==> config.mk <==
export PLATFORM = sky130hd
export DESIGN_NAME = rv_hazard_scoreboard
export DESIGN_NICKNAME = d
export VERILOG_FILES = /design/src/rtl/rv_hazard_pkg.sv /design/src/rtl/rv_fwd_sel.sv /design/src/rtl/rv_hazard_scoreboard.sv
export SDC_FILE = /design/constraint.sdc
export NUM_CORES = 1
export LEC_CHECK = 0
export BUFFER_PORTS_ARGS = -buffer_cell sky130_fd_sc_hd__buf_4
export CORE_MARGIN = 2
export CORE_UTILIZATION = 52
export CTS_CLUSTER_DIAMETER = 80
export DETAILED_ROUTE_END_ITERATION = 12
export HOLD_SLACK_MARGIN = 0.03
export PLACE_DENSITY = 0.85
export SLEW_MARGIN = 30
export SYNTH_ARGS = -nofsm -noshare
export SYNTH_HDL_FRONTEND = slang
export SYNTH_SLANG_ARGS = --single-unit
==> constraint.sdc <==
create_clock -name clk -period 2.7 [get_ports clk]
set_input_delay 0.405 -clock clk [delete_from_list [all_inputs] [get_ports clk]]
set_output_delay 0.405 -clock clk [all_outputs]
set_load 0.01 [all_outputs]
==> src/rtl/rv_hazard_pkg.sv <==
// Shared types and default sizes for the RV hazard scoreboard and its forwarding selectors.
package rv_hazard_pkg;

    localparam int NREG_DEF  = 32;
    localparam int CNT_W_DEF = 16;

    typedef enum logic [1:0] {
        FWD_RF  = 2'd0,
        FWD_WB  = 2'd1,
        FWD_MEM = 2'd2
    } fwd_sel_e;

endpackage

==> src/rtl/rv_fwd_sel.sv <==
// Forwarding mux select for one E-stage source operand; the younger M result beats W.
module rv_fwd_sel
    import rv_hazard_pkg::*;
#(
    parameter int RAW = 5
) (
    input  logic [RAW-1:0] rs,
    input  logic [RAW-1:0] rd_m,
    input  logic           regwrite_m,
    input  logic           longlat_m,
    input  logic [RAW-1:0] rd_w,
    input  logic           regwrite_w,
    output logic [1:0]     sel
);

    // A long-latency op in M has no ALU result yet, so it cannot feed E.
    always_comb begin
        sel = FWD_RF;
        if (regwrite_m && !longlat_m && (rd_m != '0) && (rd_m == rs))
            sel = FWD_MEM;
        else if (regwrite_w && (rd_w != '0) && (rd_w == rs))
            sel = FWD_WB;
    end

endmodule

==> src/rtl/rv_hazard_scoreboard.sv <==
// Pipeline hazard unit: long-latency scoreboard, stall/flush generation,
// E-operand forwarding selects and saturating stall/flush performance counters.
module rv_hazard_scoreboard
    import rv_hazard_pkg::*;
#(
    parameter  int NREG  = NREG_DEF,
    parameter  int NSRC  = 2,
    parameter  int CNT_W = CNT_W_DEF,
    localparam int RAW   = $clog2(NREG)
) (
    input  logic                      clk,
    input  logic                      reset,
    input  logic                      valid_d,
    input  logic [NSRC-1:0][RAW-1:0]  rs_d,
    input  logic [RAW-1:0]            rd_d,
    input  logic                      regwrite_d,
    input  logic                      longlat_d,
    input  logic [NSRC-1:0][RAW-1:0]  rs_e,
    input  logic                      pcsrc_e,
    input  logic [RAW-1:0]            rd_m,
    input  logic                      regwrite_m,
    input  logic                      longlat_m,
    input  logic                      mem_req_m,
    input  logic                      mem_ready_m,
    input  logic [RAW-1:0]            rd_w,
    input  logic                      regwrite_w,
    input  logic                      longlat_w,
    input  logic                      cnt_clr,
    output logic                      stall_f,
    output logic                      stall_d,
    output logic                      stall_e,
    output logic                      stall_m,
    output logic                      flush_d,
    output logic                      flush_e,
    output logic                      flush_w,
    output logic [NSRC-1:0][1:0]      fwd_sel,
    output logic [NREG-1:0]           pending,
    output logic [CNT_W-1:0]          stall_cnt,
    output logic [CNT_W-1:0]          flush_cnt
);

    function automatic logic [CNT_W-1:0] sat_inc(input logic [CNT_W-1:0] v);
        return (v == '1) ? v : v + CNT_W'(1);
    endfunction

    logic            mem_stall;
    logic            hazard_d;
    logic            clr_en;
    logic            set_en;
    logic            issue_e;
    logic [NREG-1:0] pending_nxt;

    assign mem_stall = mem_req_m & ~mem_ready_m;
    assign clr_en    = regwrite_w & longlat_w & (rd_w != '0);

    // A W writeback of the operand this cycle reaches D through the write-through file.
    always_comb begin
        hazard_d = 1'b0;
        for (int i = 0; i < NSRC; i++) begin
            if ((rs_d[i] != '0) && pending[rs_d[i]] && !(clr_en && (rd_w == rs_d[i])))
                hazard_d = 1'b1;
        end
        hazard_d = hazard_d & valid_d;
    end

    // A memory wait freezes E with any taken branch inside it; the redirect lands once M releases.
    assign stall_f = hazard_d | mem_stall;
    assign stall_d = hazard_d | mem_stall;
    assign stall_e = mem_stall;
    assign stall_m = mem_stall;
    assign flush_d = pcsrc_e & ~mem_stall;
    assign flush_e = (pcsrc_e | hazard_d) & ~mem_stall;
    assign flush_w = mem_stall;

    assign issue_e = valid_d & ~stall_d & ~flush_e;
    assign set_en  = issue_e & regwrite_d & longlat_d & (rd_d != '0);

    // Set is applied after clear so a re-issued writer keeps its register busy.
    always_comb begin
        pending_nxt = pending;
        if (clr_en)
            pending_nxt[rd_w] = 1'b0;
        if (set_en)
            pending_nxt[rd_d] = 1'b1;
        pending_nxt[0] = 1'b0;
    end

    always_ff @(posedge clk or negedge reset) begin
        if (!reset)
            pending <= '0;
        else
            pending <= pending_nxt;
    end

    always_ff @(posedge clk or negedge reset) begin
        if (!reset) begin
            stall_cnt <= '0;
            flush_cnt <= '0;
        end else if (cnt_clr) begin
            stall_cnt <= '0;
            flush_cnt <= '0;
        end else begin
            if (stall_d)
                stall_cnt <= sat_inc(stall_cnt);
            if (flush_d)
                flush_cnt <= sat_inc(flush_cnt);
        end
    end

    for (genvar i = 0; i < NSRC; i++) begin : g_fwd
        rv_fwd_sel #(
            .RAW(RAW)
        ) u_fwd_sel (
            .rs         (rs_e[i]),
            .rd_m       (rd_m),
            .regwrite_m (regwrite_m),
            .longlat_m  (longlat_m),
            .rd_w       (rd_w),
            .regwrite_w (regwrite_w),
            .sel        (fwd_sel[i])
        );
    end

endmodule
* Word level (Yosys, flattened, before mapping)
Cells that the tools add are included.
Cells by class: $add $sub $neg 2, order comparisons 6, equality and inequality tests 10, mux-type cells 22, bitwise gates (word level) 20, reduce and logical (&&, ||, !) cells 27
Operator list (number):
- 2-to-1 mux 16 bit | 6
- 2-to-1 mux 32 bit | 2
- adder 16 x 1 -> 16 bit, second input constant | 2
- AND 32 bit | 1
- equality test 16 bit, second input constant | 2
- inverter 32 bit | 1
- bitwise OR 32 bit | 1
- equality test 5 bit | 6
- nonzero test 5 bit | 5
- less-than comparator 5 x 6 -> 1 bit, second input constant | 4
- logical AND 1 bit | 15
- AND 1 bit | 11
- binary-select mux 1 bit (select 5 bit) | 2
- demux 1 bit (select 5 bit) | 2
- >= comparator 5 x 1 -> 1 bit, second input constant | 2
- 2-to-1 mux 1 bit | 8
- 2-to-1 mux 2 bit | 2
- != test 2 bit, second input constant | 2
- inverter 1 bit | 4
- AND reduction 2 bit | 2
- nonzero test 2 bit | 2
- zero test 1 bit | 3
- bitwise OR 1 bit | 2
Storage, ports and cells: register bits after elaboration 63, logic and storage cells 90

* Logic depth before layout (Yosys ltp)
Gate-level depths: netlist (run 1).
depth after elaboration 16, gate-level depth with buffers 11, mapped depth without buffers 8

* By module
From an unflattened synthesis (run 1), not the netlist that was laid out.
Second synthesis, totals: cell total of the unflattened synthesis 435, area total of the unflattened synthesis 4144.0 µm²
By module, submodules not included:
- rv_hazard_scoreboard | times used 1, cells an instance 393, area each 3821.2 µm², seq. area each 1576.5 µm²
- rv_fwd_sel | times used 2, cells an instance 21, area each 161.4 µm², seq. area each 0.0 µm²

* Worst setup path after synthesis (run 1)
No wires, ideal clock.
kind input port to output port, from input port rs_d[6] (netlist name), to output port stall_f, arrival 2.074 ns, required time 2.295 ns, slack 0.221 ns, cell stages on the path 9, path through buf_2 -> mux4_2 -> mux2i_1 -> o22ai_1 -> a22oi_1 -> a21boi_2 -> nor2_1 -> inv_1 -> buf_4
Between the ends: word-level cells in the longest chain between the ends 7
Ends and longest elaborated chain:
- start, declared | line rv_hazard_scoreboard.sv:14 | input logic [NSRC-1:0][RAW-1:0] rs_d,
- binary-select mux 1 bit (select 5 bit) / equality test 5 bit (equally long branches) | line rv_hazard_scoreboard.sv:60 | if ((rs_d[i] != '0) && pending[rs_d[i]] && !(clr_en && (rd_w == rs_d[i])))
- 2-to-1 mux 1 bit (implied by the code) / logical AND 1 bit (equally long branches) | line rv_hazard_scoreboard.sv:60
- logical AND 1 bit / zero test 1 bit (equally long branches) | line rv_hazard_scoreboard.sv:60
- logical AND 1 bit * | line rv_hazard_scoreboard.sv:60
- 2-to-1 mux 1 bit * | line rv_hazard_scoreboard.sv:60
- AND 1 bit * | line rv_hazard_scoreboard.sv:63 | hazard_d = hazard_d & valid_d;
- bitwise OR 1 bit *
- end, declared | line rv_hazard_scoreboard.sv:29 | output logic stall_f,
Every way passes the cells marked *; elsewhere a longest branch is shown, timed or not. The select of a mux whose other input is x is not followed.

* Final worst setup path (run 1)
from register pending[8], to output port flush_e
Between the ends: word-level cells in the longest chain between the ends 9
Ends and longest elaborated chain:
- start, declared | line rv_hazard_scoreboard.sv:37 | output logic [NREG-1:0] pending,
- start signal, assigned | line rv_hazard_scoreboard.sv:92 | pending <= pending_nxt;
- binary-select mux 1 bit (select 5 bit) | line rv_hazard_scoreboard.sv:60
- 2-to-1 mux 1 bit (implied by the code) | line rv_hazard_scoreboard.sv:60
- logical AND 1 bit (2 in a row) | line rv_hazard_scoreboard.sv:60
- 2-to-1 mux 1 bit | line rv_hazard_scoreboard.sv:60
- 2-to-1 mux 1 bit * | line rv_hazard_scoreboard.sv:60
- AND 1 bit * | line rv_hazard_scoreboard.sv:63
- bitwise OR 1 bit * | line rv_hazard_scoreboard.sv:72 | assign flush_e = (pcsrc_e | hazard_d) & ~mem_stall;
- AND 1 bit * | line rv_hazard_scoreboard.sv:72
- end, declared | line rv_hazard_scoreboard.sv:34 | output logic flush_e,
Marks and branches as above.

==> results.toml, run 1 <==
[status]
outcome = "finished with violations"
violations = "setup timing"

[clock_network]
clkSinkCount = 63
cts_tree = "yes"
cts.reportedPaths.clkPinSlew_ns = 0.07
cts_buffers = 9
cts.path.max_buffers = 2
cts-root-buf = "clkbuf_8"
clock_latency_ns = 0.35
postCtsHoldBufs = 0
cts_max_level = 3

[drt]
drt_first_iter_violations = 365
drcViolationCount = 0
wl_per_cell_um = 18.6
dr_wl_met2_mm = 6.12
ant_nets = 0
vias = 4277
met1Wirelength_mm = 5.00
firstDrtPassIters = 5
met3_length_mm = 1.42
routed_wirelength_mm = 12.8
top_layer = "met4"
via_per_inst = 6.21

[final_layout]
seqCellArea_um2 = 1580
fin_cells = 689
multi_input_area_um2 = 2350
diodes = 0
fin_nets = 633
area.growth.synth_to_final_pct = 37.9
fillers = 545
drive_gt1_share_pct = 36.8

[die]
rows = 32
die_x_um = 92.3
start_util_pct = 53.0
io_pins = 123
fp.dieArea_um2 = 8520
core_area_um2 = 7650
die-height_um = 92.3

[sta]
fin_hold_ws_ns = 0.145
skew_ns = 0.0100
setup_tns_ns = -0.0657
rsz0062_at_grt = "true"
setup_viol = 3
fin_crit_ns = 2.74
tightest_slew_ns = 0.807
setup_ws_ns = -0.0439
finalCritPeriodShare_pct = 102
relSlewSlack_pct = 46.2
hold_viol = 0
final_max_slew_viol_count = 0
fmax_ghz = 0.364

[synth]
syn_area_per_cell_um2 = 9.43
synth_area_um2 = 4060
yosysTopAreaCell = "dfrtp_1"
seq_area_frac_synth_pct = 38.9
yosysMostFrequentCell = "o21ai_0"
synth-async-reset-ratio_pct = 100
netlist_instances = 430
synth.distinct_cells = 51
synth.top_cell.area_share_pct = 38.9
synthTopCellsByArea = "dfrtp_1 39%, o21ai_0 7.9%, xor2_1 6.0%"
synth_commonest_cells = "64 x o21ai_0, 63 x dfrtp_1, 43 x nor2_1"
ys_ff_latch = 63
syn_nets = 480
synthFlopType = "dfrtp_1"
synth_warnings = 0
synth-edff-count = 0

[setup_path]
critPathMaxFanout = 4
crit_type = "reg -> out"
cp_data_arrival_time_ns = 2.34
cp-start-kind = "flip-flop"
endpoint_kind = "output port"
worstPathRequired_ns = 2.30

[power_and_ir_drop]
p_switching_uw = 669
leakagePower_uw = 0.00262
p_total_uw = 2490
p_comb_share_pct = 20.6
internal_power_uw = 1820
peakVddDrop_uv = 348
power.density_nw_per_um2 = 446
p_sw_share_pct = 26.8
p_seq_share_pct = 41.0
power_frac_clock_pct = 38.5

[global_route]
grt_max_degree = 64
antenna_found_initial = 0
gr-total-overflow = 0
grt_use_total_pct = 29.8
grt_pass1_wl_mm = 20.0
grt_pass1_vias = 4015

[placement]
io_buffers = 121
dp_hpwl_mm = 9.03
place.gp.congestion = 1.01
numPlacedInstances = 656

[worst_hold_path]
hold_class = "in -> async"

[flow_run]
drv_cap = 0
flip-flops by register name, indices dropped and copies added (netlist names):
register	cells
flush_cnt	16
pending	31
stall_cnt	16
routing by layer:
layer | GRT usage, % | vias to the layer above
met5 | 0 | -
met4 | 11.8 | 0
met3 | 7.73 | 38
met2 | 46.9 | 304
met1 | 39.4 | 2061
li1 | - | 1874
power by group through the flow:
stage,combinational (uW),sequential (uW),clock [uW]
2_1_floorplan,217,1040,0
3_3_place_gp,450,1040,0
3_5_place_dp,464,1040,0
4_1_cts,485,1020,962
5_1_grt,552,1020,1010
6_report,513,1020,960
layout make-up:
class                           count  share of cell area (%)
Timing Repair Buffer              165                    22.5
Tap cell                          102                    2.28
Sequential cell                    63                    28.2
Clock inverter                      3                    1.16
Clock buffer                       12                    2.95
Inverter                           13                   0.872
Multi-Input combinational cell    331                    42.1
kinds of logic (layout without fill, tap and decap cells):
family	after synthesis	in the layout	synth area share, %
adder cells (fa/ha/maj)	2	2	0.617
multiplexers	30	30	12.1
buffers and inverters	36	193	4.57
XOR/XNOR	42	42	9.07
other	1	1	0.0924
flip-flops	63	63	38.9
AND/OR/NAND/NOR	159	159	20.9
AO/OA/AOI/OAI	97	97	13.7
what timing repair did:
item,CTS,global route
endpoints found under the hold margin,0,0
endpoints found under the setup margin,3,34
resized for setup,7,8
buffers inserted,10,9
pin swaps,6,3
gates cloned,0,0
path summary, 6_finish.rpt:
path                                             from                   endpoint  slack [ns]  depth (start not counted)
worst max-delay path             pending[8]$_DFF_PN0_                    flush_e       -0.04                          9
worst min-delay path                            reset   stall_cnt[8]$_DFFE_PN0P_        0.15                          1
worst max register to register  pending[19]$_DFF_PN0_   stall_cnt[1]$_DFFE_PN0P_        0.03                          9
worst min register to register  pending[18]$_DFF_PN0_      pending[18]$_DFF_PN0_        0.57                          2
max in group asynchronous                       reset  flush_cnt[10]$_DFFE_PN0P_        2.02                          1
min in group clk                              rd_d[3]      pending[18]$_DFF_PN0_        0.46                          3
critical path, cell delays in order, from the launching register on:
cell      delay (ns)
dfrtp_1         0.43
mux2i_1         0.09
mux4_2          0.46
a32oi_1         0.17
nand4_1         0.20
a21boi_2        0.26
buf_4           0.15
nor2_1          0.03
nor2_1          0.08
buf_4           0.12
metrics by stage:
step	cell area, um2	setup WS [ns]	utilization [%]
detailed placement	5160	-0.130	67.5
global route	5600	-0.165	73.2
global placement	5160	-0.0939	67.5
CTS	5490	0.00163	71.8
finish	5600	-0.0439	73.2
floorplan	4060	0.221	-
cells in the final DEF, fill, tap and decap left out, types with 6 or more instances in the layout:
cell type    n
inv_1       12
nand3b_1     9
nand2_1     23
and3_1       7
nand4_1      6
nor2b_1      9
mux4_2       8
mux2_2       8
a21oi_1      9
xor2_1      28
clkbuf_8    12
xnor2_1     14
or4_1        6
nand3_1     20
nor2_1      42
dfrtp_1     63
or3_1        8
buf_4      162
o21ai_0     64
mux2i_1      8
No activity file was read; power rests on OpenSTA's default activity.
==> run 2, diff against run 1 <==
Settings changed: PLACE_DENSITY 0.85 to 0.81, REMOVE_ABC_BUFFERS set to 1.
==> results.toml, run 2 (same netlist as run 1, synthesis figures left out) <==
[status]
outcome = "finished with violations"
violations = "setup timing"

[power_and_ir_drop]
power.density_nw_per_um2 = 416
power_frac_clock_pct = 33.4
p_total_uw = 2270
p_comb_share_pct = 21.7
p_switching_uw = 668
p_sw_share_pct = 29.4
p_seq_share_pct = 44.9
peakVddDrop_uv = 343
internal_power_uw = 1600
leakagePower_uw = 0.00253

[global_route]
grt_max_degree = 64
antenna_found_initial = 0
grt_pass1_wl_mm = 19.3
grt_pass1_vias = 3834
grt_use_total_pct = 28.6
gr-total-overflow = 0

[placement]
io_buffers = 121
dp_hpwl_mm = 9.04
place.gp.congestion = 0.907

[sta]
skew_ns = 0.00552
rsz0062_at_grt = "true"
final_max_slew_viol_count = 0
finalCritPeriodShare_pct = 101
hold_viol = 0
fin_crit_ns = 2.72
setup_viol = 1
fmax_ghz = 0.368
setup_ws_ns = -0.0170
fin_hold_ws_ns = 0.146
tightest_slew_ns = 0.811
setup_tns_ns = -0.0170
relSlewSlack_pct = 45.9

[clock_network]
cts.reportedPaths.clkPinSlew_ns = 0.07
cts_tree = "yes"
cts_buffers = 9
cts_max_level = 3
postCtsHoldBufs = 0
clkSinkCount = 63
cts.path.max_buffers = 2
cts-root-buf = "clkbuf_8"
clock_latency_ns = 0.34

[die]
fp.dieArea_um2 = 8520
rows = 32
io_pins = 123
start_util_pct = 53.0
core_area_um2 = 7650
die-height_um = 92.3
die_x_um = 92.3

[setup_path]
critPathMaxFanout = 3
cp_data_arrival_time_ns = 2.31
cp-start-kind = "flip-flop"
endpoint_kind = "output port"
crit_type = "reg -> out"
worstPathRequired_ns = 2.30

[drt]
routed_wirelength_mm = 12.1
drcViolationCount = 0
vias = 4014
firstDrtPassIters = 5
drt_first_iter_violations = 299
wl_per_cell_um = 17.9
ant_nets = 0
via_per_inst = 5.91

[final_layout]
drive_gt1_share_pct = 34.8
largest_reg_flops = 31
diodes = 0
regMostFlops = "pending"
final_cell_mix = "150 x buf_4, 64 x o21ai_0, 63 x dfrtp_1"
final_common_cell = "buf_4"
largest_registers = "pending: 31 flops, flush_cnt: 16 flops, stall_cnt: 16 flops"
area.growth.synth_to_final_pct = 34.8
fin_nets = 622

[flow_run]
drv_cap = 0

[worst_hold_path]
hold_class = "in -> async"
[run 2: critical path, cell delays in order, from the launching register on]
cell and delay, ns:
dfrtp_1 0.38, buf_6 0.11, mux2i_1 0.06, mux4_2 0.49
a32oi_1 0.17, nand4_1 0.18, a21boi_4 0.25, nor2_1 0.08
nor2_1 0.12, buf_4 0.14
[run 2: worst paths after layout]
path | startpoint | depth (start not counted) | slack (ns) | end
max | pending[11]$_DFF_PN0_ | 9 | -0.02 | flush_e
min | reset | 1 | 0.15 | pending[23]$_DFF_PN0_
max reg2reg | pending[15]$_DFF_PN0_ | 10 | 0.03 | stall_cnt[1]$_DFFE_PN0P_
min reg2reg | stall_cnt[4]$_DFFE_PN0P_ | 1 | 0.56 | stall_cnt[4]$_DFFE_PN0P_
max in group asynchronous | reset | 1 | 2.01 | pending[3]$_DFF_PN0_
min in group clk | rd_d[3] | 3 | 0.46 | pending[8]$_DFF_PN0_
[run 2: routing by layer]
layer,share of wire [%],global-route usage [%],vias to the layer above
li1,-,-,1847
met2,47,45.6,208
met1,43,39.8,1937
met3,8.0,5.37,22
met5,0,0,-
met4,1.6,8.71,0
[run 2: repair_timing]
action                     4_1_cts  5_1_grt
buffers inserted                 3        4
hold endpoints to repair         0        0
gates resized for setup          9        5
setup endpoints to repair        6       15
pin swaps                        6        5
[run 2: layout make-up]
type	count	area [um2]
clock inverter	5	32.5
inverter	13	48.8
sequential	63	1580
timing repair buffer	154	1180
tap	102	128
fill	582	2180
multi-input combinational	331	2350
clock buffer	11	151
[run 2: stage by stage]
| stage | area [um2] | worst slack (ns) | cells | utilization [%] |
|---|---|---|---|---|
| final | 5470 | -0.0170 | 679 | 71.5 |
| after floorplan | 3920 | 0.202 | 407 | - |
| after detailed placement | 5170 | -0.211 | 657 | 67.6 |
| after CTS | 5410 | -0.00615 | 675 | 70.7 |
| after global routing | 5470 | -0.106 | 679 | 71.5 |
| after global placement | 5170 | -0.148 | 657 | 67.6 |
[run 2: power groups by stage]
stage | combinational, uW | sequential [uW] | clock, uW
after global placement | 449 | 1040 | 0
after detailed placement | 459 | 1040 | 0
after floorplan | 173 | 1040 | 0
after CTS | 473 | 1020 | 769
final | 494 | 1020 | 758
after global routing | 536 | 1020 | 803
==> run 3, diff against run 2 <==
Settings changed: BUFFER_PORTS_ARGS -buffer_cell sky130_fd_sc_hd__buf_4 to -buffer_cell sky130_fd_sc_hd__buf_2, PLACE_DENSITY 0.81 to not set, PLACE_DENSITY_LB_ADDON set to 0.12.
==> results.toml, run 3 (same netlist as run 1, synthesis figures left out) <==
[die]
io_pins = 123
die-height_um = 92.3
die_x_um = 92.3
rows = 32
fp.dieArea_um2 = 8520
core_area_um2 = 7650
start_util_pct = 53.0

[global_route]
globalRouteMet2Util_pct = 44.0
grt_use_total_pct = 27.6
grt.busiest_layer = "met2"
grt_max_degree = 41
gr-total-overflow = 0
antenna_found_initial = 0
grt_pass1_wl_mm = 18.5
gr-usage-met1_pct = 38.2
grt_pass1_vias = 3657
use_met3_pct = 5.78

[flow_run]
drv_cap = 0

[setup_path]
critPathMaxFanout = 3
regToRegSetupSlack_ns = 0.04
crit_chain = "mux2i_1 > mux4_2 > a32oi_1 > nand4_1 > a21boi_2 > nor2_2 > buf_4 > inv_2 > buf_2"
slowest_delay_ns = 0.49
crit_type = "reg -> out"
r2r_start = "pending[11]$_DFF_PN0_"
endpoint_kind = "output port"
worstPathBufferInverterCount = 3
cp-start-kind = "flip-flop"
crit_path_start = "pending[11]$_DFF_PN0_"
cp_data_arrival_time_ns = 2.32
crit_family = "multiplexers"
worstPathRequired_ns = 2.30
crit_slowest_cell = "mux4_2"

[final_layout]
diodes = 0
fin_cells = 678
drive_gt1_share_pct = 34.5
final_common_cell = "buf_2"
fillers = 650
seqCellArea_um2 = 1580
fin_nets = 621
final_cell_mix = "120 x buf_2, 64 x o21ai_0, 63 x dfrtp_1"
regMostFlops = "pending"
multi_input_area_um2 = 2350
fin_area_um2 = 5150
area.growth.synth_to_final_pct = 26.9
largest_registers = "pending: 31 flops, flush_cnt: 16 flops, stall_cnt: 16 flops"
largest_reg_flops = 31

[status]
violations = "setup timing"
outcome = "finished with violations"

[sta]
fin_crit_ns = 2.72
skew_ns = 0.00873
relSlewSlack_pct = 52.8
finalCritPeriodShare_pct = 101
setup_ws_ns = -0.0237
rsz0062_at_grt = "true"
setup_tns_ns = -0.0374
final_max_slew_viol_count = 0
fmax_ghz = 0.367
hold_viol = 0
setup_viol = 3
tightest_slew_ns = 0.708

[worst_hold_path]
hold_class = "in -> async"

[placement]
io_buffers = 121
place.gp.congestion = 0.886
postPlaceCellArea_um2 = 4850
dp_hpwl_mm = 8.35
numPlacedInstances = 654

[power_and_ir_drop]
leakagePower_uw = 0.00248
peakVddDrop_uv = 422
power.density_nw_per_um2 = 427

[clock_network]
cts_max_level = 3
cts.reportedPaths.clkPinSlew_ns = 0.07
clkSinkCount = 63
clock_latency_ns = 0.34
cts-root-buf = "clkbuf_8"
cts.path.max_buffers = 2
cts_tree = "yes"
cts_buffers = 9

[drt]
ant_nets = 0
drcViolationCount = 0
wl_per_cell_um = 17.1
drt_first_iter_violations = 305
vias = 3914
firstDrtPassIters = 5
routed_wirelength_mm = 11.6
via_per_inst = 5.77
## run 3: cell count changes in the layout (fill, tap and decap cells not counted), moves of 2 or more
cell        previous run  this run
clkbuf_1               0         2
buf_4                150        31
buf_6                  3         1
buf_2                  0       120
clkinvlp_4             3         1
## run 3: stage by stage
stage | hold slack, ns | total power, uW | utilization, % | setup WS [ns]
finish | 0.114 | 2200 | 67.3 | -0.0237
global route | 0.174 | 2310 | 67.3 | -0.168
CTS | 0.131 | 2200 | 66.5 | 0.0107
detailed placement | 0.498 | 1440 | 63.4 | -0.200
global placement | 0.504 | 1440 | 63.4 | -0.125
floorplan | 0.109 | 1210 | - | 0.202
## run 3: power breakdown
part / leakage [uW] / internal (uW) / switching, uW
sequential: 0.000861 / 978 / 41.2
combinational: 0.00153 / 197 / 238
clock: 0.0000894 / 381 / 363
total: 0.00248 / 1560 / 642
## run 3: path summary, 6_finish.rpt
check,to,depth (start not counted)
min reg2reg,flush_cnt[4]$_DFFE_PN0P_,2
min,stall_cnt[9]$_DFFE_PN0P_,1
min in group clk,pending[29]$_DFF_PN0_,3
max reg2reg,stall_cnt[12]$_DFFE_PN0P_,9
max,stall_f,9
max in group asynchronous,stall_cnt[1]$_DFFE_PN0P_,2
## run 3: final cells by class
type | count | share of cell area [%]
clock inverters | 3 | 0.340
well taps | 102 | 2.48
multi-input cells | 331 | 45.7
repair buffers | 153 | 16.8
flip-flops and latches | 63 | 30.6
clock buffers | 13 | 3.09
inverters | 13 | 0.948
## run 3: worst reg2reg max path: stages (launching register included)
cell       delay [ns]
dfrtp_1          0.40
buf_4            0.14
mux4_2           0.45
o22ai_2          0.18
a2111oi_2        0.07
a22oi_2          0.22
a21boi_2         0.11
o21bai_2         0.54
nor2_1           0.14
mux2_2           0.30
## run 3: metal layers
layer	vias to the layer above	part of all wire, %
li1	1849	-
met1	1875	44
met2	168	47
met3	22	7.0
met5	-	0
met4	0	2.1
## run 3: repair_timing
action / CTS / global route
setup endpoints to repair: 5 / 19
buffers inserted: 6 / 2
pin swaps: 5 / 4
resized for setup: 5 / 8
hold buffers: 0 / 0
